[src/rtl/pivot_cand_streamer.sv]
// pivot_cand_streamer: reads a column segment from a synchronous-read SRAM
// and streams it to the pivot searcher as tagged valid/ready candidates, then
// captures the searcher's result for the LU controller.
module pivot_cand_streamer #(
  parameter int DATA_WIDTH = 32,
  parameter int ROW_IDX_W  = 16,
  parameter int ADDR_W     = 16
) (
  input  logic                  clk,
  input  logic                  rst,
  input  logic                  start,
  input  logic [ROW_IDX_W-1:0]  row_first,
  input  logic [ROW_IDX_W-1:0]  row_last,
  input  logic [ADDR_W-1:0]     base_addr,
  output logic                  busy,
  output logic                  mem_rd_en,
  output logic [ADDR_W-1:0]     mem_rd_addr,
  input  logic [DATA_WIDTH-1:0] mem_rd_data,
  output logic                  pivot_start,
  output logic                  cand_valid,
  input  logic                  cand_ready,
  output logic [DATA_WIDTH-1:0] cand_data,
  output logic [ROW_IDX_W-1:0]  cand_row_idx,
  output logic                  cand_is_last,
  input  logic                  pivot_valid,
  output logic                  pivot_ready,
  input  logic [DATA_WIDTH-1:0] pivot_data,
  input  logic [ROW_IDX_W-1:0]  pivot_row_idx,
  input  logic                  pivot_from_threshold,
  input  logic                  pivot_fail,
  output logic                  res_valid,
  output logic [DATA_WIDTH-1:0] res_data,
  output logic [ROW_IDX_W-1:0]  res_row_idx,
  output logic                  res_from_threshold,
  output logic                  res_fail
);

  // One extra bit so a full 2^ROW_IDX_W-row segment length is representable.
  localparam int CNT_W = ROW_IDX_W + 1;

  typedef enum logic [1:0] {
    S_IDLE     = 2'd0,
    S_STREAM   = 2'd1,
    S_WAIT_PIV = 2'd2,
    S_REPORT   = 2'd3
  } state_t;

  state_t                         state_q, state_d;
  logic [ROW_IDX_W-1:0]           row_first_q, row_first_d;
  logic [CNT_W-1:0]               n_q, n_d;
  logic [CNT_W-1:0]               rd_cnt_q, rd_cnt_d;
  logic [CNT_W-1:0]               infl_off_q, infl_off_d;
  logic [ADDR_W-1:0]              base_q, base_d;
  logic                           infl_q, infl_d;
  logic                           pivot_start_q, pivot_start_d;

  logic [1:0][DATA_WIDTH-1:0]     fifo_data_q, fifo_data_d;
  logic [1:0][ROW_IDX_W-1:0]      fifo_row_q, fifo_row_d;
  logic [1:0]                     fifo_last_q, fifo_last_d;
  logic                           wr_ptr_q, wr_ptr_d;
  logic                           rd_ptr_q, rd_ptr_d;
  logic [1:0]                     fifo_cnt_q, fifo_cnt_d;

  logic [DATA_WIDTH-1:0]          res_data_q, res_data_d;
  logic [ROW_IDX_W-1:0]           res_row_q, res_row_d;
  logic                           res_thr_q, res_thr_d;
  logic                           res_fail_q, res_fail_d;

  logic                           fifo_empty;
  logic                           pop;
  logic                           rd_en;
  logic [2:0]                     occ;
  logic [CNT_W-1:0]               n_calc;
  logic [ROW_IDX_W-1:0]           push_row;
  logic                           push_last;

  // Read-issue decision and tags for the word returning from the SRAM this cycle.
  always_comb begin
    fifo_empty = (fifo_cnt_q == 2'd0);
    pop        = ~fifo_empty & cand_ready;
    // Entries buffered plus the one in flight, after this cycle's pop: a new
    // read is only safe if that leaves room in the 2-entry FIFO.
    occ        = {1'b0, fifo_cnt_q} + {2'b00, infl_q} - {2'b00, pop};
    rd_en      = (state_q == S_STREAM) && (rd_cnt_q < n_q) && (occ < 3'd2);
    n_calc     = {1'b0, row_last} - {1'b0, row_first} + CNT_W'(1);
    push_row   = row_first_q + infl_off_q[ROW_IDX_W-1:0];
    push_last  = (infl_off_q == (n_q - CNT_W'(1)));
  end

  // Next-state logic for the FSM, read counter, FIFO and result registers.
  always_comb begin
    state_d       = state_q;
    row_first_d   = row_first_q;
    n_d           = n_q;
    base_d        = base_q;
    rd_cnt_d      = rd_cnt_q + {{(CNT_W-1){1'b0}}, rd_en};
    infl_d        = rd_en;
    infl_off_d    = rd_en ? rd_cnt_q : infl_off_q;
    pivot_start_d = 1'b0;
    fifo_data_d   = fifo_data_q;
    fifo_row_d    = fifo_row_q;
    fifo_last_d   = fifo_last_q;
    wr_ptr_d      = wr_ptr_q;
    rd_ptr_d      = rd_ptr_q;
    fifo_cnt_d    = fifo_cnt_q + {1'b0, infl_q} - {1'b0, pop};
    res_data_d    = res_data_q;
    res_row_d     = res_row_q;
    res_thr_d     = res_thr_q;
    res_fail_d    = res_fail_q;

    // SRAM data is valid exactly one cycle after its strobe.
    if (infl_q) begin
      fifo_data_d[wr_ptr_q] = mem_rd_data;
      fifo_row_d[wr_ptr_q]  = push_row;
      fifo_last_d[wr_ptr_q] = push_last;
      wr_ptr_d              = ~wr_ptr_q;
    end
    if (pop) begin
      rd_ptr_d = ~rd_ptr_q;
    end

    case (state_q)
      S_IDLE: begin
        if (start) begin
          row_first_d = row_first;
          base_d      = base_addr;
          n_d         = n_calc;
          rd_cnt_d    = '0;
          if (row_last < row_first) begin
            res_data_d = '0;
            res_row_d  = row_first;
            res_thr_d  = 1'b0;
            res_fail_d = 1'b1;
            state_d    = S_REPORT;
          end else begin
            pivot_start_d = 1'b1;
            state_d       = S_STREAM;
          end
        end
      end
      S_STREAM: begin
        if (pop && fifo_last_q[rd_ptr_q]) begin
          state_d = S_WAIT_PIV;
        end
      end
      S_WAIT_PIV: begin
        if (pivot_valid) begin
          res_data_d = pivot_data;
          res_row_d  = pivot_row_idx;
          res_thr_d  = pivot_from_threshold;
          res_fail_d = pivot_fail;
          state_d    = S_REPORT;
        end
      end
      S_REPORT: begin
        state_d = S_IDLE;
      end
      default: state_d = S_IDLE;
    endcase
  end

  // State register; FIFO payload is not reset because outputs are gated by fill count.
  always_ff @(posedge clk) begin
    if (rst) begin
      state_q       <= S_IDLE;
      row_first_q   <= '0;
      n_q           <= '0;
      base_q        <= '0;
      rd_cnt_q      <= '0;
      infl_q        <= 1'b0;
      infl_off_q    <= '0;
      pivot_start_q <= 1'b0;
      wr_ptr_q      <= 1'b0;
      rd_ptr_q      <= 1'b0;
      fifo_cnt_q    <= 2'd0;
      res_data_q    <= '0;
      res_row_q     <= '0;
      res_thr_q     <= 1'b0;
      res_fail_q    <= 1'b0;
    end else begin
      state_q       <= state_d;
      row_first_q   <= row_first_d;
      n_q           <= n_d;
      base_q        <= base_d;
      rd_cnt_q      <= rd_cnt_d;
      infl_q        <= infl_d;
      infl_off_q    <= infl_off_d;
      pivot_start_q <= pivot_start_d;
      wr_ptr_q      <= wr_ptr_d;
      rd_ptr_q      <= rd_ptr_d;
      fifo_cnt_q    <= fifo_cnt_d;
      res_data_q    <= res_data_d;
      res_row_q     <= res_row_d;
      res_thr_q     <= res_thr_d;
      res_fail_q    <= res_fail_d;
    end
    fifo_data_q <= fifo_data_d;
    fifo_row_q  <= fifo_row_d;
    fifo_last_q <= fifo_last_d;
  end

  assign busy               = (state_q != S_IDLE);
  assign mem_rd_en          = rd_en;
  assign mem_rd_addr        = rd_en ? (base_q + ADDR_W'(rd_cnt_q)) : '0;
  assign pivot_start        = pivot_start_q;
  assign cand_valid         = ~fifo_empty;
  assign cand_data          = fifo_empty ? '0 : fifo_data_q[rd_ptr_q];
  assign cand_row_idx       = fifo_empty ? '0 : fifo_row_q[rd_ptr_q];
  assign cand_is_last       = ~fifo_empty & fifo_last_q[rd_ptr_q];
  assign pivot_ready        = (state_q == S_WAIT_PIV);
  assign res_valid          = (state_q == S_REPORT);
  assign res_data           = res_data_q;
  assign res_row_idx        = res_row_q;
  assign res_from_threshold = res_thr_q;
  assign res_fail           = res_fail_q;

endmodule
[config.mk]
export PLATFORM = sky130hd
export DESIGN_NAME = pivot_cand_streamer
export DESIGN_NICKNAME = d
export VERILOG_FILES = /design/src/rtl/pivot_cand_streamer.sv
export SDC_FILE = /design/constraint.sdc
export NUM_CORES = 1
export LEC_CHECK = 0
export CAP_MARGIN = 30
export CORE_UTILIZATION = 55
export CTS_CLUSTER_DIAMETER = 60
export DETAILED_ROUTE_END_ITERATION = 8
export DONT_BUFFER_PORTS = 1
export GPL_ROUTABILITY_DRIVEN = 0
export PLACE_DENSITY = 0.77
export SYNTH_ARGS = -nofsm -noshare
export SYNTH_HDL_FRONTEND = slang
export SYNTH_SLANG_ARGS = --single-unit
[constraint.sdc]
create_clock -name clk -period 4.3 [get_ports clk]
set_input_delay 0.215 -clock clk [delete_from_list [all_inputs] [get_ports clk]]
set_output_delay 0.215 -clock clk [all_outputs]
set_load 0.05 [all_outputs]
Word-level counts from Yosys, hierarchy flattened

Index checks and enable logic that the tools add are counted.

Flip-flop bits (word level): 239
Bits of input ports: 135
Output and inout bits: 121
Word-level logic and storage cells: 105

Add/sub/neg operators: 10
Magnitude comparators: 6
Equality and inequality tests: 8
Multiplexer cells: 42
Bitwise gates (word level): 7
Reduce and logical (&&, ||, !) cells: 12

Operator list:

| cell                  | count |
|---|---|
| $mux 32               | 7 |
| $mux 16               | 8 |
| $bwmux 64             | 1 |
| $pmux 32 s2           | 1 |
| $mux 17               | 2 |
| $add 16x16->16        | 2 |
| $bwmux 32             | 1 |
| $demux 32 s1          | 1 |
| $pmux 16 s2           | 1 |
| $add 17x1->17         | 1 |
| $add 17x1->17 const B | 1 |
| $eq 17x17->1          | 1 |
| $lt 17x17->1          | 1 |
| $sub 16x16->17        | 1 |
| $sub 17x1->17 const B | 1 |
| $demux 16 s1          | 1 |
| $lt 16x16->1          | 1 |
| $mux 1                | 10 |
| $mux 2                | 4 |
| $pmux 2 s4            | 1 |
| $ne 2x2->1 const B    | 3 |
| $not 1->1             | 5 |
| $eq 2x2->1 const B    | 2 |
| $logic_and 1x1->1     | 4 |
| 19 further kinds      | 24 |

Logic depth before layout (Yosys ltp)

Gate-level depths: netlist of run 1.

Word-level depth: 9
Mapped depth: 21
Depth with buffers taken out: 20

Least setup slack after synthesis of run 1

No wires, ideal clock.

Path type: flip-flop to output port
Start point: reg fifo_cnt_q[1]
End point: out mem_rd_addr[12]
Arrival time: 4.759 ns
Data required time: 4.085 ns
Slack: -0.674 ns
Stages on the path, launching flop included: 14
Buffers on the path: 0
Cell sequence: dfxtp_1 nor2_1 inv_1 nand2_1 inv_1 ha_1 inv_1 ha_1 fa_1 xnor2_1 nor3_1 nand3_1 a21o_1 a2111oi_0

Word-level cells in the longest chain between the ends: 7
Elaborated cells on any way between the ends: 8
Classes of those cells: add/sub: 2; order compare: 1; mux: 1; bitwise: 2; reduce/logical: 2

Ends and longest elaborated chain:

| item                   | RTL line | text |
|---|---|---|
| start, declared        | 62       | `logic [1:0] fifo_cnt_q, fifo_cnt_d;` |
| start signal, assigned | 191      | `fifo_cnt_q <= fifo_cnt_d;` |
| $logic_not 2->1        | 79       | `fifo_empty = (fifo_cnt_q == 2'd0);` |
| $not 1->1              | n/a      |  |
| net cand_valid         | 20       | `output logic cand_valid,` |
| $and 1x1->1            | 80       | `pop = ~fifo_empty & cand_ready;` |
| net pop                | 70       | `logic pop;` |
| $sub 3x1->3            | 83       | `occ = {1'b0, fifo_cnt_q} + {2'b00, infl_q} - {2'b00, pop};` |
| $lt 3x2->1             | 84       | `rd_en = (state_q == S_STREAM) && (rd_cnt_q < n_q) && (occ < 3'd2);` |
| $logic_and 1x1->1      | 84       |  |
| $mux 16                | 204      | `assign mem_rd_addr = rd_en ? (base_q + ADDR_W'(rd_cnt_q)) : '0;` |
| end, declared          | 17       | `output logic [ADDR_W-1:0] mem_rd_addr,` |

The timed path passes the listed nets, and every way through them passes these cells.

Worst setup path after layout of run 1

Start point: reg fifo_cnt_q[1]
End point: out mem_rd_addr[4]

Word-level cells in the longest chain between the ends: 7
Elaborated cells on any way between the ends: 8
Classes of those cells: add/sub: 2; order compare: 1; mux: 1; bitwise: 2; reduce/logical: 2

Ends and longest elaborated chain:

| item              | RTL line |
|---|---|
| $logic_not 2->1   | 79 |
| $not 1->1         | 80 |
| $and 1x1->1       | 80 |
| net pop           | 70 |
| $sub 3x1->3       | 83 |
| $lt 3x2->1        | 84 |
| $logic_and 1x1->1 | 84 |
| $mux 16           | 204 |

The timed path passes the listed nets, and every way through them passes these cells.

==> impl_results.md, run 1 <==
- Vias/cell: roughly 6
- H-tree lvl count: 1
- Tcrit/Tclk final: about 93%
- Placement Cell Area: between 10000 and 15000 um^2
- Buffer depth of the longest clock path: 3
- 1st-iter DRT viols: 787
- Post-DRT Antenna Nets: 0
- Slew Limit Fails: 0
- Setup Skew: roughly 14 ps
- Syn nets: approximately 1500
- Critical path required time: approximately 4100 ps
- IO Count: about 260
- CTS root buffer: clkbuf_16
- Post-Syn Area per Cell: 9.89 um^2
- Syn Inst Count: 1298
- CTS buffer count: 27
- Final instance area: 15400 um^2
- Gr ovfl total: 0
- Worst Hold Class: in2reg
- Post-synthesis mux area share: 6.78%
- Number of global-route vias before repair: approximately 10000
- Largest net degree at the start of global routing: 57
- Final count of negative-setup-slack endpoints: 0
- Area share of fa/ha/maj cells after synthesis: roughly 10%
- Core Rows: 55
- Async SR Flop Fraction: 0%
- DP Cell Count: about 1600
- CTS tree: done
- Post-synth EDFFs: 98
- Synth warn: 0
- First-pass iteration count of the detailed router: 5
- Status: complete, no violations
- Layout filler cell count: 1686
- Post-layout minimum cycle time: between 3000 and 4000 ps
- Max-Cap Viols: 0
- Final hold vios: 0
- Worst-margin pin slew: about 990 ps
- Setup crit end kind: output pin
- Slew margin rel.: roughly a third
- All-Layer GR Usage: around a quarter
- Worst-skew pair later-pin latency: about 530 ps
- Data arrival, critical path: about 3800 ps
- Crit Path Category: reg2out
- Die W: 155 um
- Startpoint types: register
- Final std cells w/o fill: 1748
- Die Area: between 20000 and 25000 um^2
- Initial core utilization: a little under three fifths
- CP Max Fanout: 21
- Clk sinks: 239
- Dpl hpwl: around 21 mm
- Total wire length: 32.5 mm
- Via count: 10300
- Largest family of logic cells by synthesized area: compound AO/OA/AOI/OAI gates
- Leakage: slightly below 0.006 uW
- Post-CTS Setup Bufs: 0
- Post-Synth XOR/XNOR Area: under 10%
- Residual DRC: 0
- Compound-cell area share of the yosys netlist: approximately 15%
- Diode count: 0
- Initial antenna violation count: 0
- Simple-gate share of the synthesized area: 14.3%
- Final TNS setup: 0 ps
- Synth cell types: 73
- Die Ht: ~150 um
- Final core utilization: between 60% and 70%
- RSZ-0062 raised after global routing: false
- Flops & latches, synth: between 200 and 250
- # nets final: ~1600
- Peak supply drop: between 0.4 and 0.5 mV
- Clk slew on worst S/H paths: approximately 60 ps
- Area growth syn-to-layout: 19.8%
- Power per cell area: 566 nW/um^2
- Wire length per cell: 18.6 um
- First-pass GRT wire length: 51.1 mm
- Layout cells sized above 1: 7.67%
- Register area share after synthesis: about 45%
- Post-Syn Area: about 13000 um^2
- Number of port buffers: 0
- Core area: approximately 23000 um^2
- Main synth FF type: dfxtp_1
- Max Clk Rate: ~250 MHz
==> cells by family after synthesis <==
group | count (synthesis)
adders and majority gates | 100
buffers and inverters | 145
xor gates and xnor gates | 64
AOI/OAI and AO/OA | 294
DFF | 239
and+or+nand+nor | 369
muxes | 87
==> metal layers <==
| layer | GRT usage [%] | part of all wire (%) |
|---|---|---|
| met5 | 0 | 0 |
| met3 | 4.88 | 7.7 |
| met1 | 34.1 | 43 |
| met4 | 7.31 | 2.4 |
| met2 | 45.5 | 47 |
==> registers in the layout, indices dropped and copies added, names as in the netlist, 2 cells and up <==
register	cells
fifo_data_q	64
fifo_row_q	32
res_data	32
infl_off_q	17
n_q	17
rd_cnt_q	17
base_q	16
res_row_idx	16
row_first_q	16
fifo_cnt_q	2
fifo_last_q	2
state_q	2
==> cells in the final DEF, fill, tap and decap left out, types with 5 or more instances in the layout <==
master	instances
o31ai_1	5
o21ai_0	78
and4_1	5
clkbuf_1	5
a211oi_1	8
a22o_1	16
mux2i_1	87
nor3_1	18
a21oi_1	76
ha_1	88
nand2b_1	7
nor2_1	123
o22ai_1	15
dlygate4sd3_1	118
nand3_1	22
a21o_1	12
a31oi_1	5
or3_1	8
edfxtp_1	98
o211ai_1	8
fa_1	11
a211o_1	7
nand3b_1	37
nand2_1	90
nor2b_1	6
buf_4	28
dfxtp_1	140
and3_1	5
o21bai_1	8
xor2_1	28
nand4_1	15
inv_1	79
a2111oi_0	5
clkinv_2	7
clkbuf_16	27
xnor2_1	36
a221oi_1	18
==> worst max-delay path, cell delays in order (launching register included) <==
cell and delay (ps):
dfxtp_1 350, nor2_4 110, inv_1 60, nand2_1 80, inv_1 70, ha_1 270, inv_1 40, ha_1 180
fa_1 390, xnor2_1 140, nor3_1 180, nand3_1 130, a21o_2 350, inv_2 120, buf_6 330, and3_1 280
buf_12 150
==> where the power goes <==
part | switching [uW] | total [uW] | internal [uW]
logic | 2180 | 3200 | 1020
registers | 565 | 3300 | 2730
clock network | 931 | 2210 | 1280
total | 3680 | 8710 | 5030
==> path summary, 6_finish.rpt <==
check / cells past startpoint / to / start / slack, ps
setup / recovery: 16 / mem_rd_addr[4] / fifo_cnt_q[1]$_SDFF_PP0_ / 310
hold / removal: 3 / state_q[1]$_SDFFE_PP0P_ / start / 100
setup reg to reg: 20 / rd_cnt_q[16]$_SDFF_PP0_ / fifo_cnt_q[1]$_SDFF_PP0_ / 480
hold reg to reg: 2 / row_first_q[14]$_SDFFE_PP0P_ / row_first_q[14]$_SDFFE_PP0P_ / 470
==> synth_stat cells, types with 7 or more instances <==
master / number / area, um^2
ha_1: 89 / 1110
xor2_1: 28 / 245
nand2_1: 90 / 338
o211ai_1: 8 / 60.1
fa_1: 11 / 220
nor2_1: 125 / 469
buf_2: 8 / 40.0
nand3_1: 22 / 110
a22o_1: 16 / 140
or3_1: 8 / 50.1
nand2b_1: 7 / 43.8
nor3_1: 20 / 100
nand4_1: 15 / 93.8
xnor2_1: 36 / 315
dfxtp_1: 141 / 2820
nand3b_1: 37 / 278
o21bai_1: 8 / 60.1
nor2b_1: 7 / 43.8
edfxtp_1: 98 / 2940
mux2i_1: 87 / 871
a221oi_1: 18 / 158
inv_1: 79 / 297
a21o_1: 13 / 97.6
clkbuf_1: 49 / 184
a211o_1: 7 / 61.3
o21ai_0: 78 / 390
a21oi_1: 77 / 385
a211oi_1: 8 / 60.1
o22ai_1: 15 / 93.8
buf_1: 7 / 26.3
==> area by class of cell <==
cell class | count | area [um^2] | share of cell area [%]
multi-input cells | 914 | 6590 | 42.8
inverters | 81 | 304 | 1.98
clock buffers | 35 | 736 | 4.78
flip-flops and latches | 239 | 5770 | 37.5
repair buffers | 151 | 1480 | 9.63
well taps | 313 | 392 | 2.54
clock inverters | 15 | 123 | 0.797
==> stage by stage <==
step | hold WS (ps) | setup slack, ps | power (uW)
2_1_floorplan | 314 | 1.91 | 5750
3_3_place_gp | 288 | 661 | 6240
3_5_place_dp | 290 | 476 | 6320
4_1_cts | 91.1 | 99.9 | 8680
5_1_grt | 165 | 42.2 | 9110
6_report | 103 | 306 | 8710
==> what timing repair did <==
item,in CTS,in global routing
resized for setup,0,2
hold buffers,119,0
endpoints found under the setup margin,0,3
hold endpoints to repair,155,0
No activity file was read; power rests on OpenSTA's default activity.
==> run 2: changes to the inputs <==
Settings changed: CTS_CLUSTER_DIAMETER 60 to default, PLACE_DENSITY 0.77 to default, PLACE_DENSITY_LB_ADDON from default to 0.1.
==> impl_results.md, run 2 (synthesized netlist as in run 1, its figures left out) <==
- H-tree lvl count: 1
- Worst-skew pair later-pin latency: 530 ps
- Gr ovfl total: 0
- Startpoint types: register
- CTS buffer count: 25
- Core area: about 23000 um^2
- Die Ht: ~150 um
- # nets final: ~1600
- Crit-path max cell delay: 390 ps
- Worst-margin pin slew: roughly 950 ps
- Final TNS setup: 0 ps
- Worst Hold Class: in2reg
- Worst R2R Path Depth: 20
- Crit path max-delay cell type: a21o_1
- Largest Register: fifo_data_q
- Final count of negative-setup-slack endpoints: 0
- Post-layout minimum cycle time: around 4000 ps
- Layout cells sized above 1: 7.14%
- R2r setup slk: 510 ps
- Max Clk Rate: 250 MHz
- Data arrival, critical path: roughly 3800 ps
- Largest net degree at the start of global routing: 57
- Slew Limit Fails: 0
- Critical R2R Capture: rd_cnt_q[16]$_SDFF_PP0_
- Critical path, cell by cell: nor2_4 > inv_1 > nand2_1 > inv_1 > ha_1 > inv_1 > ha_1 > fa_1 > xnor2_1 > nor3_1 > nand3_1 > a21o_1 > inv_2 > buf_6 > and3_1 > buf_12
- Die Area: around 24000 um^2
- Tcrit/Tclk final: 93.1%
- Initial core utilization: a little under three fifths
- Max reg flops: 64
- CP Max Fanout: 21
- Setup crit start: fifo_cnt_q[1]$_SDFF_PP0_
- Layout filler cell count: ~1800
- All-Layer GR Usage: approximately 26%
- Max-Cap Viols: 0
- 1st-iter DRT viols: about 620
- First-pass GRT wire length: roughly 50 mm
- Peak supply drop: ~0.34 mV
- Tot Pwr: between 8000 and 9000 uW
- Power per cell area: ~550 nW/um^2
- Die W: ~150 um
- Diode count: 0
- Number of port buffers: 0
- Initial antenna violation count: 0
- Setup crit end kind: output pin
- Slew margin rel.: 36.3%
- Area growth syn-to-layout: 19.2%
- Clk slew on worst S/H paths: ~60 ps
- Setup Skew: 14.7 ps
- Post-DRT Antenna Nets: 0
- IO Count: 256
- Crit Reg-Reg Startpoint: fifo_cnt_q[1]$_SDFF_PP0_
- Core Rows: 55
- CP endpoint: mem_rd_addr[4]
- Via count: 10000
- Critical path required time: 4090 ps
- Buffer depth of the longest clock path: 3
- Wire length per cell: between 15 and 20 um
- Area occupied by multi-input gates: ~6600 um^2
- CTS root buffer: clkbuf_16
- Status: complete, no violations
- Crit path top cell by count: inv_1
- CTS tree: done
- Most frequent cells in the layout: 140 x dfxtp_1, 123 x nor2_1, 115 x dlygate4sd3_1
- CP delay by family, top: adder cells
- Residual DRC: 0
- Number of global-route vias before repair: between 9000 and 10000
- Final hold vios: 0
- Register Area: ~5800 um^2
- CP Depth: 16
- CP Buf/Inv Count: 6
- Total wire length: ~31 mm
- Post-CTS Setup Bufs: 0
- Vias/cell: around 5.8
- RSZ-0062 raised after global routing: false
- Crit Path Category: reg2out
- Dpl hpwl: about 21 mm
- First-pass iteration count of the detailed router: 5
- Clk sinks: roughly 240
- Commonest non-fill, non-tap cell in the layout: dfxtp_1
- Leakage: approximately 0.006 uW
==> run 2: cell count changes in the layout (fill, tap and decap cells not counted), sizes merged <==
cell         previous run  this run
inv                    86        82
buf                    33        36
clkbuf                 35        32
dlygate4sd3           118       115
==> run 2: what timing repair did <==
action | 4_1_cts | 5_1_grt
hold buffers | 116 | 0
resized for setup | 0 | 1
endpoints found under the setup margin | 0 | 1
hold endpoints to repair | 154 | 0
==> run 2: through the flow <==
stage	cells	cell area (um^2)	setup slack (ps)	hold WS, ps	util [%]
2_1_floorplan	1298	12800	1.91	314	-
3_3_place_gp	1580	13300	667	282	58.5
3_5_place_dp	1582	13400	524	291	58.7
4_1_cts	1741	15300	145	18.1	67.2
5_1_grt	1741	15300	111	19.2	67.2
6_report	1741	15300	297	23.5	67.2
==> run 2: how the worst min path moves through the flow <==
stage              startpoint                     endpoint  slack (ps)  depth (start not counted)
6_report                  rst        wr_ptr_q$_SDFFE_PP0P_          20                          2
5_1_grt          row_first[1]  res_row_idx[1]$_SDFFE_PP0P_          20                          2
4_1_cts                   rst     res_data[2]$_SDFFE_PP0P_          20                          2
3_5_place_dp              rst     res_data[6]$_SDFFE_PP0P_         290                          1
3_3_place_gp              rst        rd_ptr_q$_SDFFE_PP0P_         280                          1
2_1_floorplan  mem_rd_data[0]     fifo_data_q[0]$_DFFE_PP_         310                          0
==> run 2: per-layer routing <==
metal	GRT usage, %	share of wire [%]	up-vias
met4	7.31	2.7	0
li1	-	-	4903
met1	35.8	45	4708
met5	0	0	-
met2	41.0	44	345
met3	5.52	7.9	57
==> run 2: power by group <==
group	leakage (uW)	switching (uW)	internal, uW	total (uW)
Combinational	0.00348	2080	1020	3100
Sequential	0.00204	615	2730	3340
Clock	0.000375	862	1170	2030
Total	0.00589	3550	4920	8480
==> run 2: cell type report <==
| class | instances | share of cell area [%] |
|---|---|---|
| multi-input cells | 914 | 43.0 |
| repair buffers | 151 | 9.84 |
| inverters | 81 | 1.99 |
| well taps | 313 | 2.56 |
| clock buffers | 32 | 4.45 |
| clock inverters | 11 | 0.531 |
| flip-flops and latches | 239 | 37.7 |
==> run 2: worst register-to-register path, stage by stage, from the launching register on <==
cell and delay, ps:
dfxtp_1 350, nor2_4 110, inv_1 60, nand2_1 80, inv_1 60, ha_1 270, inv_1 40, ha_1 180
fa_1 380, xnor2_1 140, nor3_1 130, nand3_1 140, a21o_1 390, inv_2 150, ha_1 220, ha_1 200
nand3_1 220, nor2_1 230, nand4_1 140, xor2_1 150, nor2_1 50
==> run 3: changes to the inputs <==
Settings changed: CORE_UTILIZATION 55 to 64.
==> impl_results.md, run 3 (synthesized netlist as in run 1, its figures left out) <==
- CP Max Fanout: 21
- Worst-margin pin slew: 945 ps
- Wire length per cell: approximately 18 um
- Final hold vios: 0
- Post-CTS Setup Bufs: 0
- Crit path max-delay cell type: a21o_1
- Die Ht: 144 um
- Startpoint types: register
- Gr ovfl total: 0
- Commonest non-fill, non-tap cell in the layout: dfxtp_1
- 1st-iter DRT viols: approximately 430
- H-tree lvl count: 1
- Via count: 10100
- Worst-skew pair later-pin latency: 520 ps
- Final core utilization: between 70% and 80%
- Crit Path Category: reg2out
- Slew margin rel.: a little under two fifths
- Initial antenna violation count: 0
- Largest Register: fifo_data_q
- Number of global-route vias before repair: between 9000 and 10000
- Number of port buffers: 0
- Max-Cap Viols: 0
- CTS tree: done
- Final std cells w/o fill: around 1700
- Max Clk Rate: 249 MHz
- Most frequent cells in the layout: 140 x dfxtp_1, 123 x nor2_1, 115 x dlygate4sd3_1
- Final count of negative-setup-slack endpoints: 0
- Post-DRT Antenna Nets: 0
- Largest net degree at the start of global routing: 57
- Data arrival, critical path: ~3800 ps
- Status: complete, no violations
- First-pass iteration count of the detailed router: 5
- Crit path top cell by count: inv_1
- IO Count: approximately 260
- Power per cell area: ~560 nW/um^2
- Area growth syn-to-layout: 19.3%
- CTS buffer count: 25
- Leakage: between 0.005 and 0.006 uW
- RSZ-0062 raised after global routing: false
- Setup crit end kind: output pin
- Setup Skew: approximately 8.7 ps
- Layout cells sized above 1: around 7.5%
- Buffer depth of the longest clock path: 3
- Dpl hpwl: 20.5 mm
- Core Rows: about 50
- Max reg flops: 64
- Core area: slightly below 20000 um^2
- Critical path, cell by cell: nor2_4 > inv_1 > nand2_1 > inv_1 > ha_1 > inv_1 > ha_1 > fa_1 > xnor2_1 > nor3_1 > nand3_1 > a21o_1 > inv_2 > buf_6 > and3_1 > buf_12
- Diode count: 0
- Critical path required time: approximately 4100 ps
- Residual DRC: 0
- Initial core utilization: 65.6%
- Die Area: ~21000 um^2
- First-pass GRT wire length: 48.1 mm
- Clk slew on worst S/H paths: around 60 ps
- Slew Limit Fails: 0
- All-Layer GR Usage: 29.5%
- CTS root buffer: clkbuf_16
- Peak supply drop: between 0.3 and 0.4 mV
- Crit-path max cell delay: 410 ps
- Clk sinks: about 240
- Vias/cell: just under 6
- # nets final: ~1600
- Worst Hold Class: in2reg
- Total wire length: approximately 31 mm
- DP Cell Count: between 1500 and 2000
- Die W: between 100 and 150 um
- Post-layout minimum cycle time: about 4000 ps
- Final TNS setup: 0 ps
- Tcrit/Tclk final: ~93%
## run 3: power breakdown
part | leakage, uW | internal, uW | switching (uW)
clock network | 0.000393 | 1280 | 859
logic | 0.00348 | 1030 | 2110
registers | 0.00204 | 2730 | 572
## run 3: layer usage
layer / part of all wire, % / vias to the layer above / GRT usage, % / wire, um
li1: - / 4921 / - / -
met1: 42 / 4667 / 38.4 / 13000
met2: 46 / 416 / 48.1 / 14200
met3: 8.0 / 84 / 5.83 / 2450
met4: 3.6 / 0 / 12.3 / 1100
met5: 0 / - / 0.251 / 0
## run 3: cell type report
| class | count | area [um^2] |
|---|---|---|
| Clock inverter | 12 | 141 |
| Tap cell | 265 | 332 |
| Multi-Input combinational cell | 914 | 6580 |
| Inverter | 81 | 304 |
| Clock buffer | 32 | 672 |
| Timing Repair Buffer | 152 | 1520 |
| Sequential cell | 239 | 5770 |
| Fill cell | 1302 | 4270 |
## run 3: repair_timing
item | CTS | global route
endpoints found under the setup margin | 0 | 1
hold buffers | 116 | 0
endpoints found under the hold margin | 154 | 0
resized for setup | 0 | 1
## run 3: path summary, 6_finish.rpt
| path | cells after the start | slack [ps] | to | from |
|---|---|---|---|---|
| worst max register to register | 20 | 480 | rd_cnt_q[16]$_SDFF_PP0_ | fifo_cnt_q[1]$_SDFF_PP0_ |
| worst max-delay path | 16 | 290 | mem_rd_addr[4] | fifo_cnt_q[1]$_SDFF_PP0_ |
| worst min-delay path | 2 | 20 | wr_ptr_q$_SDFFE_PP0P_ | rst |
| worst min register to register | 2 | 470 | row_first_q[13]$_SDFFE_PP0P_ | row_first_q[13]$_SDFFE_PP0P_ |
## run 3: worst max-delay path: cells and delay by family (launching register included)
family | cells | cell delay (ps)
adder cells (fa/ha/maj) | 3 | 830
buffers and inverters | 6 | 800
AND/OR/NAND/NOR | 5 | 740
AO/OA/AOI/OAI | 1 | 410
flip-flops | 1 | 350
XOR/XNOR | 1 | 140
## run 3: metrics by stage
step	hold slack (ps)	cell area, um^2	worst slack (ps)	total power, uW
2_1_floorplan	314	12800	1.91	5750
3_5_place_dp	286	13300	537	6300
4_1_cts	2.33	15300	170	8570
5_1_grt	17.7	15300	36.2	8990
6_report	20.5	15300	292	8590
3_3_place_gp	286	13300	636	6230
